<file path="src/rtl/bs_pkg.sv">
// Shared types and constants for the binary-search arbiter slice.
package bs_pkg;

    localparam int unsigned BS_DATA_W      = 8;
    localparam int unsigned BS_ADDR_W      = 5;
    localparam int unsigned BS_TIMEOUT_DEF = 64;

    typedef enum logic [1:0] {
        IDLE,
        RUN,
        RESP,
        DRAIN
    } bs_arb_state_t;

    function automatic int unsigned bs_wrap_inc(input int unsigned v, input int unsigned n);
        return (v + 1 >= n) ? 0 : v + 1;
    endfunction

endpackage

</file>
<file path="src/rtl/bs_arbiter_if.sv">
// Requester and engine signal bundle for bs_arbiter; master is the arbiter side.
interface bs_arbiter_if #(
    parameter int unsigned N_REQ  = 4,
    parameter int unsigned DATA_W = bs_pkg::BS_DATA_W,
    parameter int unsigned ADDR_W = bs_pkg::BS_ADDR_W,
    parameter int unsigned IdW    = $clog2(N_REQ)
) ();

    logic [N_REQ-1:0]        req;
    logic [N_REQ*DATA_W-1:0] req_data;
    logic [N_REQ-1:0]        gnt;
    logic                    resp_valid;
    logic [IdW-1:0]          resp_id;
    logic                    resp_found;
    logic [ADDR_W-1:0]       resp_loc;
    logic                    resp_timeout;
    logic                    busy;
    logic                    eng_start;
    logic [DATA_W-1:0]       eng_A;
    logic                    eng_abort;
    logic                    eng_done;
    logic                    eng_found;
    logic [ADDR_W-1:0]       eng_loc;

    modport master (
        input  req, req_data, eng_done, eng_found, eng_loc,
        output gnt, resp_valid, resp_id, resp_found, resp_loc, resp_timeout, busy,
               eng_start, eng_A, eng_abort
    );

    modport slave (
        output req, req_data, eng_done, eng_found, eng_loc,
        input  gnt, resp_valid, resp_id, resp_found, resp_loc, resp_timeout, busy,
               eng_start, eng_A, eng_abort
    );

endinterface

</file>
<file path="src/rtl/rr_pick.sv">
// Combinational round-robin picker: first asserted request at or after the pointer, wrapping.
module rr_pick #(
    parameter int unsigned N_REQ = 4,
    parameter int unsigned IdW   = $clog2(N_REQ)
) (
    input  logic [N_REQ-1:0] req_i,
    input  logic [IdW-1:0]   ptr_i,
    output logic [N_REQ-1:0] gnt_o,
    output logic [IdW-1:0]   idx_o,
    output logic             any_o
);

    logic [IdW-1:0] cand;

    always_comb begin
        gnt_o = '0;
        idx_o = '0;
        any_o = 1'b0;
        cand  = '0;
        for (int k = 0; k < N_REQ; k++) begin
            cand = IdW'((32'(ptr_i) + 32'(k)) % N_REQ);
            if (!any_o && req_i[cand]) begin
                any_o       = 1'b1;
                idx_o       = cand;
                gnt_o[cand] = 1'b1;
            end
        end
    end

endmodule

</file>
<file path="src/rtl/bs_arbiter.sv">
// Round-robin arbiter sharing one binary_search engine among N_REQ requesters.
// Define BS_ARB_TIMEOUT_EN to enable the RUN-state watchdog (eng_abort / resp_timeout).
module bs_arbiter
    import bs_pkg::*;
#(
    parameter int unsigned N_REQ   = 4,
    parameter int unsigned DATA_W  = BS_DATA_W,
    parameter int unsigned ADDR_W  = BS_ADDR_W,
    parameter int unsigned TIMEOUT = BS_TIMEOUT_DEF
) (
    input logic          clk,
    input logic          reset,
    bs_arbiter_if.master bus
);

    localparam int unsigned IdW = $clog2(N_REQ);

    if (N_REQ < 2 || N_REQ > 8 || TIMEOUT < 2) begin : g_param_check
        $error("bs_arbiter: N_REQ must be 2..8 and TIMEOUT at least 2");
    end

    bs_arb_state_t     state_q, state_d;
    logic [IdW-1:0]    ptr_q, ptr_d;
    logic [IdW-1:0]    id_q, id_d;
    logic [IdW-1:0]    resp_id_q, resp_id_d;
    logic [DATA_W-1:0] data_q, data_d;
    logic              found_q, found_d;
    logic [ADDR_W-1:0] loc_q, loc_d;
    logic              tmo_q, tmo_d;
    logic              armed_q, armed_d;

    logic [N_REQ-1:0]  pick_gnt;
    logic [IdW-1:0]    pick_idx;
    logic              pick_any;
    logic [DATA_W-1:0] pick_data;
    logic              done_ok;
    logic              abort;

    rr_pick #(
        .N_REQ (N_REQ),
        .IdW   (IdW)
    ) u_pick (
        .req_i (bus.req),
        .ptr_i (ptr_q),
        .gnt_o (pick_gnt),
        .idx_o (pick_idx),
        .any_o (pick_any)
    );

    always_comb begin
        pick_data = '0;
        for (int i = 0; i < N_REQ; i++) begin
            if (pick_idx == IdW'(i)) pick_data = bus.req_data[i*DATA_W +: DATA_W];
        end
    end

    // A Done already high on RUN entry is stale; only trust it after one low sample.
    assign done_ok = bus.eng_done & armed_q;

`ifdef BS_ARB_TIMEOUT_EN
    localparam int unsigned CntW = $clog2(TIMEOUT);

    logic [CntW-1:0] cnt_q, cnt_d;

    assign abort = (state_q == RUN) && !done_ok && (cnt_q == CntW'(TIMEOUT - 1));

    always_ff @(posedge clk or posedge reset) begin
        if (reset) cnt_q <= '0;
        else       cnt_q <= cnt_d;
    end
`else
    assign abort = 1'b0;
`endif

    always_comb begin
        state_d   = state_q;
        ptr_d     = ptr_q;
        id_d      = id_q;
        resp_id_d = resp_id_q;
        data_d    = data_q;
        found_d   = found_q;
        loc_d     = loc_q;
        tmo_d     = tmo_q;
        armed_d   = armed_q;
`ifdef BS_ARB_TIMEOUT_EN
        cnt_d     = cnt_q;
`endif
        unique case (state_q)
            IDLE: begin
                if (pick_any) begin
                    id_d    = pick_idx;
                    data_d  = pick_data;
                    ptr_d   = IdW'(bs_wrap_inc(32'(pick_idx), N_REQ));
                    armed_d = 1'b0;
`ifdef BS_ARB_TIMEOUT_EN
                    cnt_d   = '0;
`endif
                    state_d = RUN;
                end
            end
            RUN: begin
                if (!bus.eng_done) armed_d = 1'b1;
                if (done_ok) begin
                    resp_id_d = id_q;
                    found_d   = bus.eng_found;
                    loc_d     = bus.eng_loc;
                    tmo_d     = 1'b0;
                    state_d   = RESP;
                end else if (abort) begin
                    resp_id_d = id_q;
                    found_d   = 1'b0;
                    loc_d     = '0;
                    tmo_d     = 1'b1;
                    state_d   = RESP;
                end else begin
`ifdef BS_ARB_TIMEOUT_EN
                    cnt_d = cnt_q + 1'b1;
`endif
                end
            end
            RESP: state_d = DRAIN;
            DRAIN: begin
                if (!bus.eng_done) state_d = IDLE;
            end
            default: state_d = IDLE;
        endcase
    end

    always_ff @(posedge clk or posedge reset) begin
        if (reset) begin
            state_q   <= IDLE;
            ptr_q     <= '0;
            id_q      <= '0;
            resp_id_q <= '0;
            data_q    <= '0;
            found_q   <= 1'b0;
            loc_q     <= '0;
            tmo_q     <= 1'b0;
            armed_q   <= 1'b0;
        end else begin
            state_q   <= state_d;
            ptr_q     <= ptr_d;
            id_q      <= id_d;
            resp_id_q <= resp_id_d;
            data_q    <= data_d;
            found_q   <= found_d;
            loc_q     <= loc_d;
            tmo_q     <= tmo_d;
            armed_q   <= armed_d;
        end
    end

    // Gating with reset keeps gnt at 0 while reset is held, even with requests pending.
    assign bus.gnt          = (state_q == IDLE && !reset) ? pick_gnt : '0;
    assign bus.resp_valid   = (state_q == RESP);
    assign bus.busy         = (state_q != IDLE);
    assign bus.eng_start    = (state_q == RUN);
    assign bus.eng_A        = data_q;
    assign bus.eng_abort    = abort;
    assign bus.resp_id      = resp_id_q;
    assign bus.resp_found   = found_q;
    assign bus.resp_loc     = loc_q;
    assign bus.resp_timeout = tmo_q;

endmodule

</file>
<file path="src/flat_wrapper.sv">
// flat-port wrapper written by rule: the top's interface ports become plain ports
module bs_arbiter_flat import bs_pkg::*;
#(
    parameter int unsigned N_REQ   = 4,
    parameter int unsigned DATA_W  = BS_DATA_W,
    parameter int unsigned ADDR_W  = BS_ADDR_W,
    parameter int unsigned TIMEOUT = BS_TIMEOUT_DEF
)
  (clk, reset, bus_req, bus_req_data, bus_eng_done, bus_eng_found, bus_eng_loc, bus_gnt, bus_resp_valid, bus_resp_id, bus_resp_found, bus_resp_loc, bus_resp_timeout, bus_busy, bus_eng_start, bus_eng_A, bus_eng_abort);
  bs_arbiter_if #(.N_REQ(N_REQ), .DATA_W(DATA_W), .ADDR_W(ADDR_W)) bus_i ();
  input logic clk;
  input logic reset;
  input wire logic [$bits(bus_i.req)-1:0] bus_req;
  input wire logic [$bits(bus_i.req_data)-1:0] bus_req_data;
  input wire logic [$bits(bus_i.eng_done)-1:0] bus_eng_done;
  input wire logic [$bits(bus_i.eng_found)-1:0] bus_eng_found;
  input wire logic [$bits(bus_i.eng_loc)-1:0] bus_eng_loc;
  output wire logic [$bits(bus_i.gnt)-1:0] bus_gnt;
  output wire logic [$bits(bus_i.resp_valid)-1:0] bus_resp_valid;
  output wire logic [$bits(bus_i.resp_id)-1:0] bus_resp_id;
  output wire logic [$bits(bus_i.resp_found)-1:0] bus_resp_found;
  output wire logic [$bits(bus_i.resp_loc)-1:0] bus_resp_loc;
  output wire logic [$bits(bus_i.resp_timeout)-1:0] bus_resp_timeout;
  output wire logic [$bits(bus_i.busy)-1:0] bus_busy;
  output wire logic [$bits(bus_i.eng_start)-1:0] bus_eng_start;
  output wire logic [$bits(bus_i.eng_A)-1:0] bus_eng_A;
  output wire logic [$bits(bus_i.eng_abort)-1:0] bus_eng_abort;
  assign bus_i.req = bus_req;
  assign bus_i.req_data = bus_req_data;
  assign bus_i.eng_done = bus_eng_done;
  assign bus_i.eng_found = bus_eng_found;
  assign bus_i.eng_loc = bus_eng_loc;
  assign bus_gnt = bus_i.gnt;
  assign bus_resp_valid = bus_i.resp_valid;
  assign bus_resp_id = bus_i.resp_id;
  assign bus_resp_found = bus_i.resp_found;
  assign bus_resp_loc = bus_i.resp_loc;
  assign bus_resp_timeout = bus_i.resp_timeout;
  assign bus_busy = bus_i.busy;
  assign bus_eng_start = bus_i.eng_start;
  assign bus_eng_A = bus_i.eng_A;
  assign bus_eng_abort = bus_i.eng_abort;
  bs_arbiter #(.N_REQ(N_REQ), .DATA_W(DATA_W), .ADDR_W(ADDR_W), .TIMEOUT(TIMEOUT)) u_core (.clk(clk), .reset(reset), .bus(bus_i));
endmodule
</file>
<file path="config.mk">
export PLATFORM = sky130hd
export DESIGN_NAME = bs_arbiter_flat
export DESIGN_NICKNAME = d
export VERILOG_FILES = /design/src/rtl/bs_pkg.sv /design/src/rtl/bs_arbiter_if.sv /design/src/rtl/rr_pick.sv /design/src/rtl/bs_arbiter.sv /design/src/flat_wrapper.sv
export SDC_FILE = /design/constraint.sdc
export NUM_CORES = 1
export LEC_CHECK = 0
export CAP_MARGIN = 30
export CELL_PAD_IN_SITES_DETAIL_PLACEMENT = 1
export CELL_PAD_IN_SITES_GLOBAL_PLACEMENT = 1
export CORE_MARGIN = 4
export CORE_UTILIZATION = 30
export DETAILED_ROUTE_END_ITERATION = 10
export PLACE_DENSITY_LB_ADDON = 0.3
export SYNTH_ARGS = -nofsm -noshare
export SYNTH_HDL_FRONTEND = slang
export SYNTH_HIERARCHICAL = 1
export SYNTH_SLANG_ARGS = --single-unit
</file>
<file path="constraint.sdc">
create_clock -name clk -period 4.4 [get_ports clk]
set_input_delay 0.88 -clock clk [delete_from_list [all_inputs] [get_ports clk]]
set_output_delay 0.88 -clock clk [all_outputs]
set_load 0.02 [all_outputs]
</file>
==> results of run 1 <==
per-layer routing:
layer | vias to the layer above | routed length (µm)
li1 | 755 | -
met1 | 760 | 2190
met2 | 45 | 2460
met3 | 5 | 287
met4 | 0 | 63
met5 | - | 0
cell type report:
| cell class | count | area [µm²] |
|---|---|---|
| inverter | 12 | 45.0 |
| timing repair buffer | 73 | 716 |
| multi-input combinational | 126 | 1020 |
| clock buffer | 3 | 41.3 |
| sequential | 23 | 576 |
| tap | 72 | 90.1 |
| fill | 635 | 3010 |
| clock inverter | 1 | 7.51 |
power groups by stage:
stage / registers (mW) / logic, mW / clock network (mW)
2_1_floorplan: 0.479 / 0.826 / 0
3_3_place_gp: 0.395 / 1.34 / 0
3_5_place_dp: 0.401 / 1.37 / 0
4_1_cts: 0.399 / 1.38 / 0.147
5_1_grt: 0.413 / 1.50 / 0.155
6_report: 0.396 / 1.36 / 0.140
metrics by stage:
stage | instances | hold WS, ns
floorplan | 171 | 0.446
global placement | 306 | 0.479
detailed placement | 306 | 0.497
CTS | 310 | 0.518
global route | 310 | 0.543
finish | 310 | 0.513
registers in the layout (all words and copies together) (netlist names):
| name | flops |
|---|---|
| u_core/bus.eng_A | 8 |
| u_core/armed_q | 1 |
| u_core/id_q | 2 |
| u_core/ptr_q | 2 |
| u_core/bus.resp_loc | 5 |
| u_core/bus.resp_id | 2 |
| u_core/state_q | 2 |
| u_core/bus.resp_found | 1 |
worst register-to-register path: stages (launching register included):
cell and delay [ns]:
dfrtp_1 0.56, inv_1 0.14, ha_1 0.38, mux4_2 0.45
nor4b_4 0.42, nor2_1 0.10, a32o_1 0.27, ha_1 0.32
nand3b_1 0.41, a21oi_1 0.26, a211oi_1 0.10
kinds of logic after synthesis:
logic type                 Yosys count  synth area share
AOI/OAI and AO/OA                   49             0.192
adders and majority gates           14             0.103
buffers and inverters               22            0.0675
other                                1           0.00220
and+or+nand+nor                     43             0.148
muxes                               18             0.150
DFF                                 23             0.338
worst max path at each step:
stage | start | to | slack (ns)
after floorplan | bus_req[3] | u_core/bus.eng_A[0] | 1.18
after global placement | bus_req[2] | bus_gnt[2] | 0.22
after detailed placement | bus_req[2] | bus_gnt[2] | 0.12
after CTS | bus_req[2] | bus_gnt[2] | 0.11
after global routing | bus_req[2] | bus_gnt[2] | 0.02
final | bus_req[3] | bus_gnt[2] | 0.12
cell usage in the layout, fill, tap and decap left out, types with 2 or more instances in the layout:
| cell | instances |
|---|---|
| nand2_1 | 10 |
| nor3b_1 | 7 |
| a21oi_1 | 12 |
| o21ai_0 | 8 |
| conb_1 | 2 |
| clkbuf_8 | 3 |
| buf_4 | 6 |
| a221o_1 | 2 |
| ha_1 | 14 |
| mux4_2 | 2 |
| nor2_1 | 10 |
| inv_1 | 12 |
| a211oi_1 | 7 |
| clkdlybuf4s50_1 | 67 |
| a22oi_1 | 15 |
| and3_1 | 5 |
| dfrtp_1 | 23 |
| mux2i_1 | 3 |
| mux2_2 | 10 |
| mux4_1 | 2 |
| o31ai_1 | 2 |
| nor2b_1 | 2 |
==> flow_summary_export.csv, run 1 <==
group,metric,value,unit
pwr,cell_internal_pwr,1.01,mW
logic_synthesis,yosysMostFrequentCell,"dfrtp_1",
routing,drc,0,
clock_tree,cts_root_buf,"clkbuf_8",
timing,period_needed,4.28,ns
worst_setup_path,crit_path_end_kind,"output port",
placement,hpwl,3920,µm
grt,overflow,0,
timing,worstMarginPinSlew,0.548,ns
outcome,status,"complete, no violations",
cells_and_area,final_area,2490,µm²
pwr,switching_power,0.883,mW
worst_setup_path,critPathBufInv,2,
grt,grt_pass1_wl,8110,µm
worst_setup_path,crit_family,"buffers and inverters",
worst_setup_path,critPathKind,"primary input to output port",
pwr,leakage,1.04,nW
pwr,p_per_area,761,nW/µm²
worst_setup_path,crit_path_frequent_cell,"clkdlybuf4s50_1",
routing,wl,5000,µm
worst_setup_path,required,3.52,ns
clock_tree,cts_setup_buffers,0,
logic_synthesis,ys_top_cells_by_count,"dfrtp_1, a22oi_1, ha_1",
floorplan,die_area,6950,µm²
clock_tree,clock_sinks,23,
timing,finClkSkew,0.00173,ns
floorplan,die_height,83.4,µm
worst_setup_path,cp-start-kind,"primary input",
routing,drt-pass1-iter-count,4,
cells_and_area,nets,298,
timing,setup_ws,0.118,ns
worst_setup_path,worst-path-max-fanout,10,
placement,numPortBuffers,67,
clock_tree,holdBufCountCts,0,
pwr,power_frac_comb,0.717,
logic_synthesis,synthCells,170,
grt,gr-usage-all-layers,0.144,
placement,gp_congestion,0.713,
worst_setup_path,r2r_cells,10,
grt,first_global_vias,1639,
pwr,power,1.90,mW
grt,busiest_layer,"met2",
pwr,ir_drop,290,µV
floorplan,die_x,83.4,µm
worst_setup_path,cp_slowest_stage_delay,0.62,ns
clock_tree,cts_tree,"yes",
hold_path,hold_depth,1,
pwr,power.share.switching,0.465,
logic_synthesis,synth-seq-cells,23,
logic_synthesis,synth_warnings,6,
floorplan,start_util,0.309,
placement,post-place-ws,0.116,ns
worst_setup_path,crit_cells,7,
floorplan,io_pins,70,
timing,setup_viol,0,
floorplan,coreArea,5510,µm²
hold_path,hp-start,"u_core/bus.resp_found",
hold_path,hold_path_end,"u_core/bus.resp_found",
worst_setup_path,crit_chain,"clkdlybuf4s50_1 > mux4_2 > nor4b_4 > a22oi_1 > o21ai_0 > and3_1 > clkdlybuf4s50_1",
timing,slew_headroom,0.632,
timing,fmax,234,MHz
hold_path,hold_class,"flop to flop",
logic_synthesis,synth.top_cell.area_share,0.338,
grt,antenna_found_initial,0,
clock_tree,clk_pin_slew,0.09,ns
logic_synthesis,synth.avg_cell_area,10.0,µm²
cells_and_area,drive_gt1_frac,0.109,
routing,ant_nets,0,
pwr,clkPwrFrac,0.074,
timing,post-route-period-util,0.973,
routing,wire_per_inst,16.1,µm
cells_and_area,n_antenna_cell,0,
grt,met3_usage,0.0337,
logic_synthesis,synth.distinct_cells,36,
worst_setup_path,r2r-end,"u_core/bus.eng_A[4]",
timing,maxSlewViolCount,0,
clock_tree,worstSkewPairLatency,0.27,ns
routing,num_vias,1565,
clock_tree,htreeDepth,1,
logic_synthesis,netlist_top_cells_area,"dfrtp_1, ha_1, a22oi_1, mux2_2, a21oi_1",
logic_synthesis,ys_seq_area_frac,0.338,
timing,rsz0062_at_grt,"no",
routing,routed_via_density,5.05,
clock_tree,cts.path.max_buffers,2,
clock_tree,cts_buffers,3,
routing,drt_iter0_markers,52,
grt,grt_max_degree,24,
job,cap_violations,0,
grt,grtUsageMet2,0.241,
logic_synthesis,yosysTopAreaCell,"dfrtp_1",
pwr,power_frac_seq,0.209,
clock_tree,post_cts_resized,0,
logic_synthesis,synth_edf_count,0,
logic_synthesis,netlist_area,1700,µm²
logic_synthesis,async_reset_ff_frac,1.00,
cells_and_area,fin_util,0.453,
worst_setup_path,crit_slowest_cell,"mux4_2",
timing,hold_violations,0,
logic_synthesis,ys.flop_type,"dfrtp_1",
worst_setup_path,rrSetupSlack,0.89,ns
placement,place_area,2440,µm²
grt,grt_use_met1,0.184,
worst_setup_path,cp.arrival,3.40,ns
timing,tns,0,ns
cells_and_area,syn2layout_area_growth,46.3,%
floorplan,rows,27,
worst_setup_path,r2r_start,"u_core/ptr_q[1]",
No activity file was read; power rests on OpenSTA's default activity.
==> inputs of run 2 (changes only) <==
--- a/config.mk
+++ b/config.mk
@@ -7,2 +7,3 @@
 export LEC_CHECK = 0
+export ABC_CLOCK_PERIOD_IN_PS = 4400
 export CAP_MARGIN = 30
==> constraint.sdc (replaced) <==
create_clock -name clk -period 4.4 [get_ports clk]
set_input_delay 0.44 -clock clk [delete_from_list [all_inputs] [get_ports clk]]
set_output_delay 0.44 -clock clk [all_outputs]
set_load 0.02 [all_outputs]
==> run 2 against run 1 <==
Effect of this change:
- die area unchanged
- first-iteration DRC count decreased by 31%
- cell count decreased by 1.3%
- core utilization decreased by 0.55 points
- via count decreased by 1.7%
- sequential cell count unchanged
- routed wire length decreased by 4.1%
- register-to-register slack got worse by 0.17 ns
- non-clock buffer count decreased by 4
- cell area decreased by 1.2%
- clock skew increased by 0.0077 ns
- critical path type is now flop to flop
- critical endpoint is now u_core/bus.eng_A[5]
- highest routed layer unchanged
==> flow_summary_export.csv, run 2 (synthesis results as in run 1) <==
group,metric,value,unit
routing,wl,4800,µm
routing,routed_via_density,5.03,
timing,period_needed,3.68,ns
routing,wire_per_inst,15.7,µm
placement,hpwl,3840,µm
cells_and_area,fin_util,0.447,
clock_tree,cts.path.max_buffers,2,
worst_setup_path,required,4.56,ns
timing,fmax,272,MHz
pwr,leakage,1.02,nW
clock_tree,clk_pin_slew,0.09,ns
worst_setup_path,crit_path_end_kind,"flop",
timing,hold_violations,0,
worst_setup_path,worst-path-max-fanout,11,
placement,gp_congestion,0.789,
worst_setup_path,critPathBufInv,2,
worst_setup_path,crit_family,"adder cells",
worst_setup_path,crit_chain,"inv_1 > ha_1 > mux4_2 > and2b_2 > o21ai_0 > o31ai_1 > inv_1 > ha_1 > nor2b_1 > a22oi_1 > a211oi_1",
clock_tree,holdBufCountCts,0,
timing,setup_viol,0,
grt,first_global_vias,1717,
grt,overflow,0,
floorplan,coreArea,5510,µm²
timing,maxSlewViolCount,0,
routing,num_vias,1539,
floorplan,io_pins,70,
job,cap_violations,0,
pwr,p_per_area,745,nW/µm²
timing,finClkSkew,0.00945,ns
placement,post-place-ws,0.508,ns
routing,drc,0,
worst_setup_path,rrSetupSlack,0.72,ns
grt,grt_pass1_wl,7990,µm
timing,post-route-period-util,0.837,
timing,slew_headroom,0.591,
cells_and_area,nets,294,
routing,drt_iter0_markers,36,
grt,grt_max_degree,28,
outcome,status,"complete, no violations",
clock_tree,cts_buffers,3,
cells_and_area,layout_commonest_cell,"clkdlybuf4s50_1",
clock_tree,cts_setup_buffers,0,
placement,numPortBuffers,67,
worst_setup_path,r2r_cells,11,
grt,gr-usage-all-layers,0.136,
clock_tree,clock_sinks,23,
floorplan,die_area,6950,µm²
routing,ant_nets,0,
cells_and_area,largest_reg_flops,8,
worst_setup_path,cp.arrival,3.84,ns
clock_tree,post_cts_resized,0,
worst_setup_path,critPathKind,"flop to flop",
clock_tree,htreeDepth,1,
timing,tns,0,ns
floorplan,start_util,0.309,
worst_setup_path,cp_slowest_stage_delay,0.54,ns
worst_setup_path,crit_cells,11,
routing,drt-pass1-iter-count,4,
floorplan,die_x,83.4,µm
clock_tree,worstSkewPairLatency,0.27,ns
floorplan,rows,27,
pwr,ir_drop,339,µV
clock_tree,cts_root_buf,"clkbuf_8",
timing,rsz0062_at_grt,"no",
timing,setup_ws,0.719,ns
cells_and_area,syn2layout_area_growth,44.5,%
cells_and_area,n_antenna_cell,0,
grt,antenna_found_initial,0,
floorplan,die_height,83.4,µm
cells_and_area,drive_gt1_frac,0.0940,
worst_setup_path,cp-start-kind,"flop",
worst_setup_path,crit_slowest_cell,"dfrtp_1",
cells_and_area,final_cell_mix,"clkdlybuf4s50_1, dfrtp_1, a22oi_1, ha_1",
clock_tree,cts_tree,"yes",
hold_path,hold_class,"primary input to asynchronous set/reset pin",
timing,worstMarginPinSlew,0.609,ns
[run 2: changes by cell type in the layout (fill, tap and decap cells not counted), sizes merged]
cell | previous run | this run
buf | 6 | 2
[run 2: where the power goes]
| part | switching [mW] | internal (mW) | leakage (nW) |
|---|---|---|---|
| Combinational | 0.720 | 0.585 | 0.724 |
| Clock | 0.0707 | 0.0640 | 0.0217 |
| Sequential | 0.0721 | 0.322 | 0.278 |
| Total | 0.863 | 0.972 | 1.02 |
[run 2: final timing paths]
path | endpoint | start
worst min-delay path | u_core/bus.eng_A[6] | reset
min in group clk | u_core/id_q[0] | u_core/id_q[0]
max in group asynchronous | u_core/ptr_q[1] | reset
worst max-delay path | u_core/bus.eng_A[5] | u_core/ptr_q[1]
worst max register to register | u_core/bus.eng_A[5] | u_core/ptr_q[1]
worst min register to register | u_core/id_q[0] | u_core/id_q[0]
[run 2: metal layers]
| metal | up-vias | GRT usage | part of all wire |
|---|---|---|---|
| met4 | 0 | 0.0386 | 0.011 |
| met5 | - | 0 | 0 |
| met1 | 740 | 0.165 | 0.45 |
| li1 | 753 | - | - |
| met3 | 4 | 0.0228 | 0.045 |
| met2 | 42 | 0.246 | 0.50 |
[run 2: final cells by class]
cell class | instances | area (µm²)
clock inverters | 1 | 7.51
flip-flops and latches | 23 | 576
multi-input cells | 126 | 1020
inverters | 12 | 45.0
fillers | 626 | 3040
well taps | 72 | 90.1
repair buffers | 69 | 686
clock buffers | 3 | 41.3
[run 2: tightest hold or removal path: cells and delay by family]
kind                   cells  cell delay [ns]
buffers and inverters      3             0.74
[run 2: stage by stage]
step	hold WS (ns)	cells	total power, mW	cell area (µm²)
detailed placement	0.497	302	1.72	2410
global route	0.535	306	2.00	2460
finish	0.506	306	1.83	2460
floorplan	0.446	171	1.30	1710
CTS	0.518	306	1.86	2460
global placement	0.480	302	1.68	2410
==> inputs of run 3 (changes only) <==
ABC_CLOCK_PERIOD_IN_PS = 3200   (was 4400)
CORE_UTILIZATION = 29   (was 30)
clock period = 3.2 ns   (was 4.4 ns; I/O delays follow)
==> run 3 against run 2 <==
Effect of this change:
- cell area rose by 4.4%
- register-to-register slack got worse by 0.55 ns
- combinational power grew 53%
- sequential cell count unchanged
- total power increased by 48%
- sequential share of layout area shrank 0.99 points
- hold slack worse by 0.014 ns
- via count grew 5.3%
- critical path depth rose by 2
- non-clock buffer count rose by 13
- sequential power rose by 34%
- critical endpoint unchanged
==> flow_summary_export.csv, run 3 (synthesis results as in run 1) <==
group,metric,value,unit
worst_setup_path,critPathKind,"flop to flop",
placement,numPortBuffers,67,
cells_and_area,syn2layout_area_growth,50.9,%
floorplan,rows,27,
routing,wl,5020,µm
pwr,clkPwrFrac,0.071,
routing,routed_via_density,5.08,
worst_setup_path,worst-path-max-fanout,7,
floorplan,die_x,84.7,µm
floorplan,start_util,0.304,
clock_tree,cts.path.max_buffers,2,
pwr,ir_drop,415,µV
worst_setup_path,r2r-end,"u_core/bus.eng_A[5]",
cells_and_area,layout_commonest_cell,"clkdlybuf4s50_1",
worst_setup_path,cp_slowest_stage_delay,0.39,ns
timing,setup_viol,0,
cells_and_area,fill_cells,656,
floorplan,die_area,7170,µm²
placement,post-place-ws,0.00373,ns
cells_and_area,largest_reg_flops,8,
timing,rsz0062_at_grt,"yes",
clock_tree,htreeDepth,1,
routing,num_vias,1621,
worst_setup_path,r2r_start,"u_core/ptr_q[1]",
routing,drt-pass1-iter-count,4,
routing,wire_per_inst,15.7,µm
routing,ant_nets,0,
outcome,status,"complete, no violations",
worst_setup_path,rrSetupSlack,0.17,ns
clock_tree,clock_sinks,23,
pwr,power_frac_comb,0.734,
timing,maxSlewViolCount,0,
job,cap_violations,0,
worst_setup_path,cp-start-kind,"flop",
placement,hpwl,4020,µm
routing,drc,0,
hold_path,hold_class,"flop to flop",
grt,overflow,0,
worst_setup_path,required,3.37,ns
worst_setup_path,worstSetupStartpoint,"u_core/ptr_q[1]",
pwr,switching_power,1.22,mW
worst_setup_path,r2r_cells,13,
grt,grt_max_degree,24,
floorplan,coreArea,5610,µm²
clock_tree,clk_pin_slew,0.09,ns
floorplan,io_pins,70,
clock_tree,cts_tree,"yes",
cells_and_area,n_antenna_cell,0,
clock_tree,worstSkewPairLatency,0.27,ns
cells_and_area,instances_no_fill,319,
timing,finClkSkew,0.00221,ns
timing,hold_violations,0,
timing,post-route-period-util,0.948,
clock_tree,cts_root_buf,"clkbuf_8",
cells_and_area,ff_latch_area,576,µm²
placement,gp_congestion,0.749,
hold_path,hold_path_end,"u_core/id_q[0]",
cells_and_area,drive_gt1_frac,0.146,
placement,dpl.cell_count,312,
grt,gr-usage-all-layers,0.138,
pwr,cell_internal_pwr,1.49,mW
worst_setup_path,crit_slowest_cell,"mux4_2",
grt,grt_pass1_wl,8080,µm
worst_setup_path,crit_chain,"inv_1 > ha_1 > mux4_2 > buf_4 > nor4_1 > nor2_1 > a32o_2 > inv_1 > ha_1 > nor2b_1 > buf_4 > a22oi_1 > a211oi_1",
hold_path,hold_depth,2,
pwr,p_per_area,1060,nW/µm²
clock_tree,cts_buffers,3,
pwr,leakage,1.17,nW
clock_tree,holdBufCountCts,0,
cells_and_area,multi_input_area,1020,µm²
timing,period_needed,3.03,ns
worst_setup_path,crit_path_end_kind,"flop",
pwr,power.share.switching,0.451,
cells_and_area,final_cell_mix,"clkdlybuf4s50_1, dfrtp_1, a22oi_1, buf_4, ha_1",
cells_and_area,nets,307,
timing,fmax,330,MHz
floorplan,die_height,84.7,µm
grt,first_global_vias,1684,
pwr,power_frac_seq,0.194,
timing,setup_ws,0.168,ns
grt,antenna_found_initial,0,
hold_path,hp-start,"u_core/id_q[0]",
routing,drt_iter0_markers,53,
worst_setup_path,cp.arrival,3.21,ns
==> run 3: changes by cell type in the layout (fill, tap and decap cells not counted) <==
cell and delta:
buf_4 +13, clkdlybuf4s50_1 -4, dlymetal6s2s_1 +4, a32o_1 -1, a32o_2 +1, o311ai_0 -1
o311ai_1 +1
==> run 3: what timing repair did <==
item / CTS / global route
pin swaps: 0 / 0
buffers inserted: 2 / 1
endpoints found under the setup margin: 4 / 12
resized for setup: 0 / 6
==> run 3: power by group through the flow <==
| stage | Sequential (mW) | Clock (mW) | Combinational, mW |
|---|---|---|---|
| floorplan | 0.659 | 0 | 1.14 |
| global placement | 0.528 | 0 | 1.93 |
| detailed placement | 0.535 | 0 | 1.96 |
| CTS | 0.530 | 0.201 | 1.99 |
| global route | 0.547 | 0.211 | 2.20 |
| finish | 0.528 | 0.194 | 2.00 |
==> run 3: worst max-delay path by stage <==
stage / slack, ns / endpoint
5_1_grt: -0.01 / u_core/bus.eng_A[5]
4_1_cts: 0.01 / bus_gnt[2]
2_1_floorplan: 0.12 / u_core/bus.eng_A[0]
3_5_place_dp: 0.004 / u_core/bus.eng_A[5]
3_3_place_gp: 0.09 / u_core/bus.eng_A[1]
6_report: 0.17 / u_core/bus.eng_A[5]
==> run 3: layout make-up <==
cell class | count | area share
Multi-Input combinational cell | 126 | 0.396
Clock inverter | 1 | 0.00292
Clock buffer | 3 | 0.0161
Sequential cell | 23 | 0.224
Timing Repair Buffer | 82 | 0.309
Inverter | 12 | 0.0175
Tap cell | 72 | 0.0350
==> run 3: per-stage QoR <==
stage / utilization / power (mW) / instance area (µm²) / hold slack [ns] / setup TNS, ns
finish: 0.459 / 2.72 / 2570 / 0.492 / 0
global route: 0.459 / 2.95 / 2570 / 0.534 / -0.0119
CTS: 0.455 / 2.73 / 2550 / 0.502 / 0
detailed placement: 0.444 / 2.49 / 2490 / 0.481 / 0
global placement: 0.444 / 2.46 / 2490 / 0.467 / 0
floorplan: - / 1.79 / 1710 / 0.345 / 0
==> run 3: critical path, delay by kind of cell, from the launching register on <==
kind                     cells  cell delay [ns]
multiplexers                 1             0.39
buffers and inverters        4             0.53
adder cells (fa/ha/maj)      2             0.59
AND/OR/NAND/NOR              3             0.46
flip-flops                   1             0.36
AO/OA/AOI/OAI                3             0.60
==> run 3: routing by layer <==
layer  GRT usage  vias to the layer above  wire [µm]
met4      0.0504                        0         97
li1            -                      777          -
met3      0.0314                        8        320
met1       0.166                      787       2160
met2       0.239                       49       2450
met5           0                        -          0
